## config.mk

```make
export PLATFORM = sky130hd
export DESIGN_NAME = dds_poly
export DESIGN_NICKNAME = d
export VERILOG_FILES = /design/src/rtl/dds_pkg.sv /design/src/rtl/dds_voice_seq.sv /design/src/rtl/dds_poly.sv
export SDC_FILE = /design/constraint.sdc
export NUM_CORES = 1
export LEC_CHECK = 0
export CAP_MARGIN = 10
export CORE_MARGIN = 8
export CORE_UTILIZATION = 45
export CTS_CLUSTER_DIAMETER = 30
export DETAILED_ROUTE_END_ITERATION = 10
export HOLD_SLACK_MARGIN = 0.12
export PLACE_DENSITY = 0.73
export SLEW_MARGIN = 20
export SYNTH_ARGS = -nofsm -noshare
export SYNTH_HDL_FRONTEND = slang
export SYNTH_HIERARCHICAL = 1
export SYNTH_SLANG_ARGS = --single-unit
```

## constraint.sdc

```tcl
create_clock -name i_clk -period 7.85 [get_ports i_clk]
set_input_delay 1.57 -clock i_clk [delete_from_list [all_inputs] [get_ports i_clk]]
set_output_delay 1.57 -clock i_clk [all_outputs]
set_load 0.005 [all_outputs]
```

## src/rtl/dds_pkg.sv

```systemverilog
// Shared types and default widths for the polyphonic DDS.
package dds_pkg;

    typedef enum logic [1:0] {
        S_CLEAR = 2'd0,
        S_READ  = 2'd1,
        S_ADD   = 2'd2,
        S_WRITE = 2'd3
    } state_t;

    localparam int DEF_ACC_W   = 32;
    localparam int DEF_PHASE_W = 10;

endpackage

```

## src/rtl/dds_voice_seq.sv

```systemverilog
// Voice sequencer: one clear sweep after reset, then READ/ADD/WRITE per voice.
//   state   | meaning
//   S_CLEAR | zero one voice's memories per cycle, writes refused
//   S_READ  | latch operands of the current voice; holds while run=0
//   S_ADD   | form the next accumulator value
//   S_WRITE | write back, emit output, advance to the next voice
module dds_voice_seq
    import dds_pkg::*;
#(
    parameter int NUM_VOICES = 8,
    parameter int VOICE_W    = $clog2(NUM_VOICES)
) (
    input  logic               clk,
    input  logic               reset,
    input  logic               run,
    output logic [VOICE_W-1:0] voice,
    output logic [VOICE_W-1:0] clear_idx,
    output logic               clear_en,
    output logic               latch_en,
    output logic               add_en,
    output logic               wb_en,
    output logic               wr_ready
);

    localparam logic [VOICE_W-1:0] LAST = VOICE_W'(NUM_VOICES - 1);

    state_t state;
    state_t state_nxt;

    always_ff @(posedge clk) begin
        if (reset) begin
            state     <= S_CLEAR;
            clear_idx <= '0;
            voice     <= '0;
        end else begin
            state <= state_nxt;
            if (clear_en) begin
                clear_idx <= (clear_idx == LAST) ? '0 : clear_idx + 1'b1;
            end
            if (wb_en) begin
                voice <= (voice == LAST) ? '0 : voice + 1'b1;
            end
        end
    end

    always_comb begin
        state_nxt = state;
        case (state)
            S_CLEAR: state_nxt = (clear_idx == LAST) ? S_READ : S_CLEAR;
            S_READ:  state_nxt = run ? S_ADD : S_READ;
            S_ADD:   state_nxt = S_WRITE;
            S_WRITE: state_nxt = S_READ;
            default: state_nxt = S_CLEAR;
        endcase
    end

    always_comb begin
        clear_en = 1'b0;
        latch_en = 1'b0;
        add_en   = 1'b0;
        wb_en    = 1'b0;
        wr_ready = 1'b1;
        case (state)
            S_CLEAR: begin
                clear_en = 1'b1;
                wr_ready = 1'b0;
            end
            S_READ:  latch_en = run;
            S_ADD:   add_en   = 1'b1;
            S_WRITE: wb_en    = 1'b1;
            default: wr_ready = 1'b0;
        endcase
    end

endmodule

```

## src/rtl/dds_poly.sv

```systemverilog
// Time-multiplexed polyphonic phase accumulator: one shared adder serves all
// voices, each voice updated once per 3*NUM_VOICES-cycle frame.
module dds_poly
    import dds_pkg::*;
#(
    parameter int NUM_VOICES = 8,
    parameter int ACC_W      = DEF_ACC_W,
    parameter int PHASE_W    = DEF_PHASE_W,
    parameter int VOICE_W    = $clog2(NUM_VOICES)
) (
    input  logic               i_clk,
    input  logic               i_reset,
    input  logic               i_run,
    input  logic               i_wr_valid,
    input  logic [VOICE_W-1:0] i_wr_voice,
    input  logic [ACC_W-1:0]   i_wr_tuning,
    input  logic               i_wr_enable,
    input  logic               i_wr_sync,
    output logic               o_wr_ready,
    output logic               o_valid,
    output logic [VOICE_W-1:0] o_voice,
    output logic [PHASE_W-1:0] o_phase,
    output logic               o_frame_end
);

    localparam logic [VOICE_W:0]   VOICE_COUNT = (VOICE_W + 1)'(NUM_VOICES);
    localparam logic [VOICE_W-1:0] LAST        = VOICE_W'(NUM_VOICES - 1);

    logic [VOICE_W-1:0] voice;
    logic [VOICE_W-1:0] clear_idx;
    logic               clear_en;
    logic               latch_en;
    logic               add_en;
    logic               wb_en;
    logic               wr_ready;

    dds_voice_seq #(
        .NUM_VOICES(NUM_VOICES),
        .VOICE_W   (VOICE_W)
    ) u_seq (
        .clk      (i_clk),
        .reset    (i_reset),
        .run      (i_run),
        .voice    (voice),
        .clear_idx(clear_idx),
        .clear_en (clear_en),
        .latch_en (latch_en),
        .add_en   (add_en),
        .wb_en    (wb_en),
        .wr_ready (wr_ready)
    );

    logic [ACC_W-1:0]      acc_mem    [NUM_VOICES];
    logic [ACC_W-1:0]      tuning_mem [NUM_VOICES];
    logic [NUM_VOICES-1:0] en_mem;

    logic [ACC_W-1:0] acc_op;
    logic [ACC_W-1:0] tuning_op;
    logic             en_op;
    logic [ACC_W-1:0] sum;

    logic accept;
    logic wr_hit;
    logic sync_hit;
    logic kill_q;
    logic kill;

    assign o_wr_ready = wr_ready & ~i_reset;
    assign accept     = i_wr_valid & o_wr_ready & ({1'b0, i_wr_voice} < VOICE_COUNT);
    assign wr_hit     = accept & (i_wr_voice == voice);
    assign sync_hit   = wr_hit & i_wr_sync;
    assign kill       = kill_q | sync_hit;

    // A sync to the in-flight voice cannot touch acc_mem (its operands are
    // already latched), so it is remembered and applied at writeback.
    always_ff @(posedge i_clk) begin
        if (clear_en) begin
            acc_mem[clear_idx]    <= '0;
            tuning_mem[clear_idx] <= '0;
            en_mem[clear_idx]     <= 1'b0;
        end
        if (accept) begin
            tuning_mem[i_wr_voice] <= i_wr_tuning;
            en_mem[i_wr_voice]     <= i_wr_enable;
            if (i_wr_sync && !wr_hit) begin
                acc_mem[i_wr_voice] <= '0;
            end
        end
        if (wb_en) begin
            acc_mem[voice] <= kill ? '0 : sum;
        end
    end

    always_ff @(posedge i_clk) begin
        if (latch_en) begin
            acc_op    <= acc_mem[voice];
            tuning_op <= tuning_mem[voice];
            en_op     <= en_mem[voice];
        end
        if (add_en) begin
            sum <= en_op ? acc_op + tuning_op : acc_op;
        end
    end

    always_ff @(posedge i_clk) begin
        if (i_reset) begin
            kill_q <= 1'b0;
        end else if (wb_en) begin
            kill_q <= 1'b0;
        end else if (sync_hit) begin
            kill_q <= 1'b1;
        end
    end

    always_ff @(posedge i_clk) begin
        if (i_reset) begin
            o_valid     <= 1'b0;
            o_frame_end <= 1'b0;
            o_voice     <= '0;
            o_phase     <= '0;
        end else begin
            o_valid     <= wb_en;
            o_frame_end <= wb_en && (voice == LAST);
            if (wb_en) begin
                o_voice <= voice;
                o_phase <= kill ? '0 : sum[ACC_W-1 -: PHASE_W];
            end
        end
    end

endmodule

```

# ---- Yosys cells after proc, flatten, opt, wreduce, memory -nomap -nowiden
# Memory sizes are Yosys's and may differ from the RTL's. A register that Yosys moved wholly into a read port is not among the register bits.
# Index checks and enable logic that the tools add are counted.
dict set report word_totals {
  reg_bits 65
  ramBits 512
  in_bits 41
  elab_cells 81
  n_memories 2
}
dict set report op_classes {
  add_sub_neg 3
  magnitude_cmp 5
  eq_ne 6
  mux 37
  bitwise 8
  n_reduce_logical 9
}
# name words width rd rd_ports_with_merged_regs wr line_no
set memory_table {}
lappend memory_table {acc_mem 8 32 1 1 2 dds_poly.sv:53} ;# logic [ACC_W-1:0] acc_mem [NUM_VOICES];
lappend memory_table {tuning_mem 8 32 1 1 1 dds_poly.sv:54} ;# logic [ACC_W-1:0] tuning_mem [NUM_VOICES];
# cell count
set op_table {}
lappend op_table {{$mux 32} 4}
lappend op_table {{$reduce_or 32->1} 2}
lappend op_table {{$add 32x32->32} 1}
lappend op_table {{$mux 1} 20}
lappend op_table {{$mux 8} 2}
lappend op_table {{$lt 3x4->1 const B} 3}
lappend op_table {{$mux 3} 4}
lappend op_table {{$mux 10} 1}
lappend op_table {{$and 8x8->8} 1}
lappend op_table {{$bwmux 8} 1}
lappend op_table {{$not 8->8} 1}
lappend op_table {{$pmux 2 s4} 1}
lappend op_table {{$add 3x1->3 const B} 2}
lappend op_table {{$demux 1 s3} 2}
lappend op_table {{$eq 3x3->1 const B} 2}
lappend op_table {{$ge 3x1->1 const B} 2}
lappend op_table {{$and 1x1->1} 4}
lappend op_table {{$eq 2x2->1 const B} 2}
lappend op_table {{$logic_and 1x1->1} 4}
lappend op_table {{$bmux 1 s3} 1}
lappend op_table {{$eq 3x3->1} 1}
lappend op_table {{$eq 2x1->1 const B} 1}
lappend op_table {{$logic_not 2->1} 1}
lappend op_table {{$mux 2} 1}
lappend op_table {{4 further kinds} 4}

# ---- Longest topological paths before layout
dict set report logic_depth {
  depth_word 12
  depth_mapped 10
  depth_no_buf 10
}

# ---- By module
# Netlist, hierarchy kept.
# module n_inst cells_each area_per_inst_um2 seq_area_each_um2
set by_module_without_submodules {}
lappend by_module_without_submodules {dds_poly 1 1857 28766.3 18768.0}
lappend by_module_without_submodules {dds_voice_seq 1 45 414.1 160.2}

# ---- Worst setup path before layout
# OpenSTA, ideal clock, no wires.
dict set report synth_path {
  kind {input port to flip-flop}
  startpoint {in i_reset}
  endpoint {mem acc_mem[2][0] (netlist bit), enable pin}
  setup_time_ns 0.436
  arrival_time_ns 4.440
  path_slack_ns 2.974
  stages 7
  cell_sequence {clkbuf_1 nor2b_1 nand2_1 nor2_1 clkbuf_1 nand2_1 o221ai_1}
}
# item line_no
set synth_lines {}
lappend synth_lines {{start: declaration} dds_poly.sv:12} ;# input logic i_reset,
lappend synth_lines {{end: declaration} dds_poly.sv:53}

# ---- Worst setup path after layout
dict set report layout_path {
  startpoint {in i_reset}
  endpoint {out o_wr_ready}
}
dict set report layout_via {
  elab_chain_cells 2
}
# item line_no
set layout_lines {}
lappend layout_lines {{$not 1->1} dds_poly.sv:68} ;# assign o_wr_ready = wr_ready & ~i_reset;
lappend layout_lines {{$and 1x1->1} dds_poly.sv:68}
lappend layout_lines {{end: declaration} dds_poly.sv:19} ;# output logic o_wr_ready,
# Every way passes these cells.

==> results.ini <==
[outcome]
status=completed

[pwr]
leakage_uw=0.0125
power_frac_comb_pct=4.1
peakVddDrop_v=0.000278
p_sw_uw=2000
power_uw=9540
intPower_uw=7540
p_sw_share_pct=21.0
power_density_nw_per_um2=273
power_frac_seq_pct=41.8
clkPwrFrac_pct=54.1

[worst_setup_path]
reg2reg_depth=7
worstPathMaxFanout=16
worstReg2RegStart=u_seq/state[0]
r2r_setup_slack_ns=4.21
cp.required_ns=6.28
worstSetupStartpointType=input port
r2r-end=acc_mem[2][9]
path_class=in -> out
crit_arrival_ns=3.08
endpoint_kind=primary output

[global_routing]
globalRouteOverflowTotal=0
grt_usage_pct=18.7
grt_pass1_wl_um=106000
grt_max_degree=100
grt_pass1_vias=17845
antenna_found_initial=6

[floorplan]
die_h_um=271
die_area_um2=73200
num_io_pins=57
start_util_pct=45.4
die_x_um=271
core.rowCount=93
coreArea_um2=64200

[placed_design]
placement.io_buffers=56
place_hpwl_um=37900
gp_congestion=0.834

[synthesis]
async_reset_ff_share_pct=0
syn_avg_cell_area_um2=15.3
synth.yosys.warnings=6
synth_edf_count=609
synth_cells=1902
yosysUniqueCellTypes=57
ys_ff_latch=641
yosysSeqAreaShare_pct=64.9
synthesis.nets=1979
ys.flop_type=edfxtp_1
netlist_area_um2=29200

[clock_tree]
clk_latency_ns=0.66
cts_resized=0
cts.sinks=641
numCtsBuffers=121
cts_setup_buffers=0
htreeDepth=3
holdBufCountCts=0
cts_root_buf=clkbuf_16
clockBufferDepth=3
clkTransAtPathRegs_ns=0.05
cts_tree=yes

[final_layout]
syn2layout_area_growth_pct=19.7
layout_common_cells=edfxtp_1 (609), and2_1 (325), and3_1 (194)
regArea_um2=18900
multi_input_area_um2=9890
nets=2064
drive_gt1_share_pct=23.5
final_common_cell=edfxtp_1
nFillCells=5055

[sta]
tightest_slew_ns=1.12
slew-limit-headroom_pct=25.1
fin_crit_sh_pct=59.2
finalHoldWorstSlack_ns=0.460
finalMaxSlewViolations=0
rsz0062_at_grt=false
fmax_mhz=215
fin_crit_ns=4.65
setup_viol=0
fin_skew_ns=0.0226
tns_ns=0
final-hold-violation-count=0

[hold_path]
hold_start=en_mem[0]
whs_endpoint=en_mem[0]
min_path_cells=2
hold_path.class=reg -> reg

[detailed_routing]
drcViolationCount=0
dr.pass1.iters=5
wl_per_cell_um=23.4
detail-route-antenna-nets=0
num_vias=16872
initialDrtViolationCount=1599
routed_via_density=5.72
wl_um=69100

[run]
drv_cap=0

-- worst max path at each step --
| stage | from | endpoint |
|---|---|---|
| 2_1_floorplan | i_reset | acc_mem[2][0] |
| 3_3_place_gp | i_reset | acc_mem[7][3] |
| 3_5_place_dp | i_reset | acc_mem[2][10] |
| 4_1_cts | i_reset | o_wr_ready |
| 5_1_grt | i_reset | o_wr_ready |
| 6_report | i_reset | o_wr_ready |
-- per-layer routing --
metal | vias to the layer above | share of wire (%) | GRT usage [%]
met5 | - | 0.059 | 0
met4 | 6 | 2.5 | 7.33
met3 | 122 | 7.3 | 3.94
met2 | 667 | 50 | 31.0
met1 | 8589 | 40 | 23.9
li1 | 7488 | - | -
-- logic make-up after synthesis --
kind of cell             synth area share [%]
AO/OA/AOI/OAI                            3.28
flip-flops                               64.9
adder cells (fa/ha/maj)                  1.57
buffers and inverters                    1.94
multiplexers                             13.7
AND/OR/NAND/NOR                          13.8
XOR/XNOR                                0.900
-- flip-flops by register name, summed over array words and instances, names as in the netlist, named ones only --
name	cells
tuning_mem	256
acc_mem	256
tuning_op	32
kill_q	1
o_phase	10
acc_op	32
en_op	1
u_seq/voice	3
sum	32
en_mem	8
o_voice	3
o_valid	1
u_seq/clear_idx	3
u_seq/state	1
o_frame_end	1
-- critical path, stage by stage --
cell and delay (ns):
clkdlybuf4s50_1 0.40, buf_4 0.20, nor2b_1 0.26, clkdlybuf4s50_1 0.63
-- synthesized netlist by cell type, drive strengths merged (2+ instances only) --
cell type  count  area [um2]
dfxtp         32         641
o221ai        10        87.6
xor2           9        78.8
or3b           2        17.5
clkbuf       119         447
o22ai          2        12.5
nand2         61         229
nor3           7        35.0
a311o          3        30.0
a41oi          2        25.0
inv           13        48.8
a211o          3        26.3
a21o          16         120
nand2b        14        87.6
buf           14        70.1
a31oi          5        31.3
a21bo          3        30.0
o21a           4        31.3
or2            3        18.8
edfxtp       609       18300
a22o          10        87.6
a211oi         3        22.5
nand3         15        75.1
and3         195        1220
o21ai         24         120
nor2b          9        56.3
mux2i          3        30.0
a21oi         43         215
mux4         130        2930
ha            35         438
nand4          9        56.3
o21bai         5        37.5
xnor2         21         184
a31o           2        17.5
mux2          91        1030
nor2          36         135
and2         325        2030
-- power by group through the flow --
stage / Sequential, uW / Combinational, uW / Clock [uW]
6_report: 3980 / 394 / 5160
5_1_grt: 4000 / 420 / 5380
4_1_cts: 3980 / 396 / 5210
3_5_place_dp: 4040 / 389 / 0
3_3_place_gp: 4030 / 383 / 0
2_1_floorplan: 4030 / 226 / 0
-- layout make-up --
type	instances	area share [%]
diodes	3	0.0215
clock buffers	144	9.15
clock inverters	83	2.65
inverters	13	0.140
multi-input cells	1115	28.3
flip-flops and latches	641	54.2
well taps	855	3.06
repair buffers	95	2.45
-- through the flow --
stage	setup slack, ns	utilization (%)	instance area, um2	instances
after floorplan	2.97	-	29200	1902
after global placement	3.02	48.0	30800	2719
after detailed placement	2.99	48.0	30800	2719
after CTS	3.20	54.4	34900	2946
after global routing	3.11	54.4	34900	2947
final	3.20	54.4	34900	2949
Note: power is estimated with default switching activity, not from simulation.
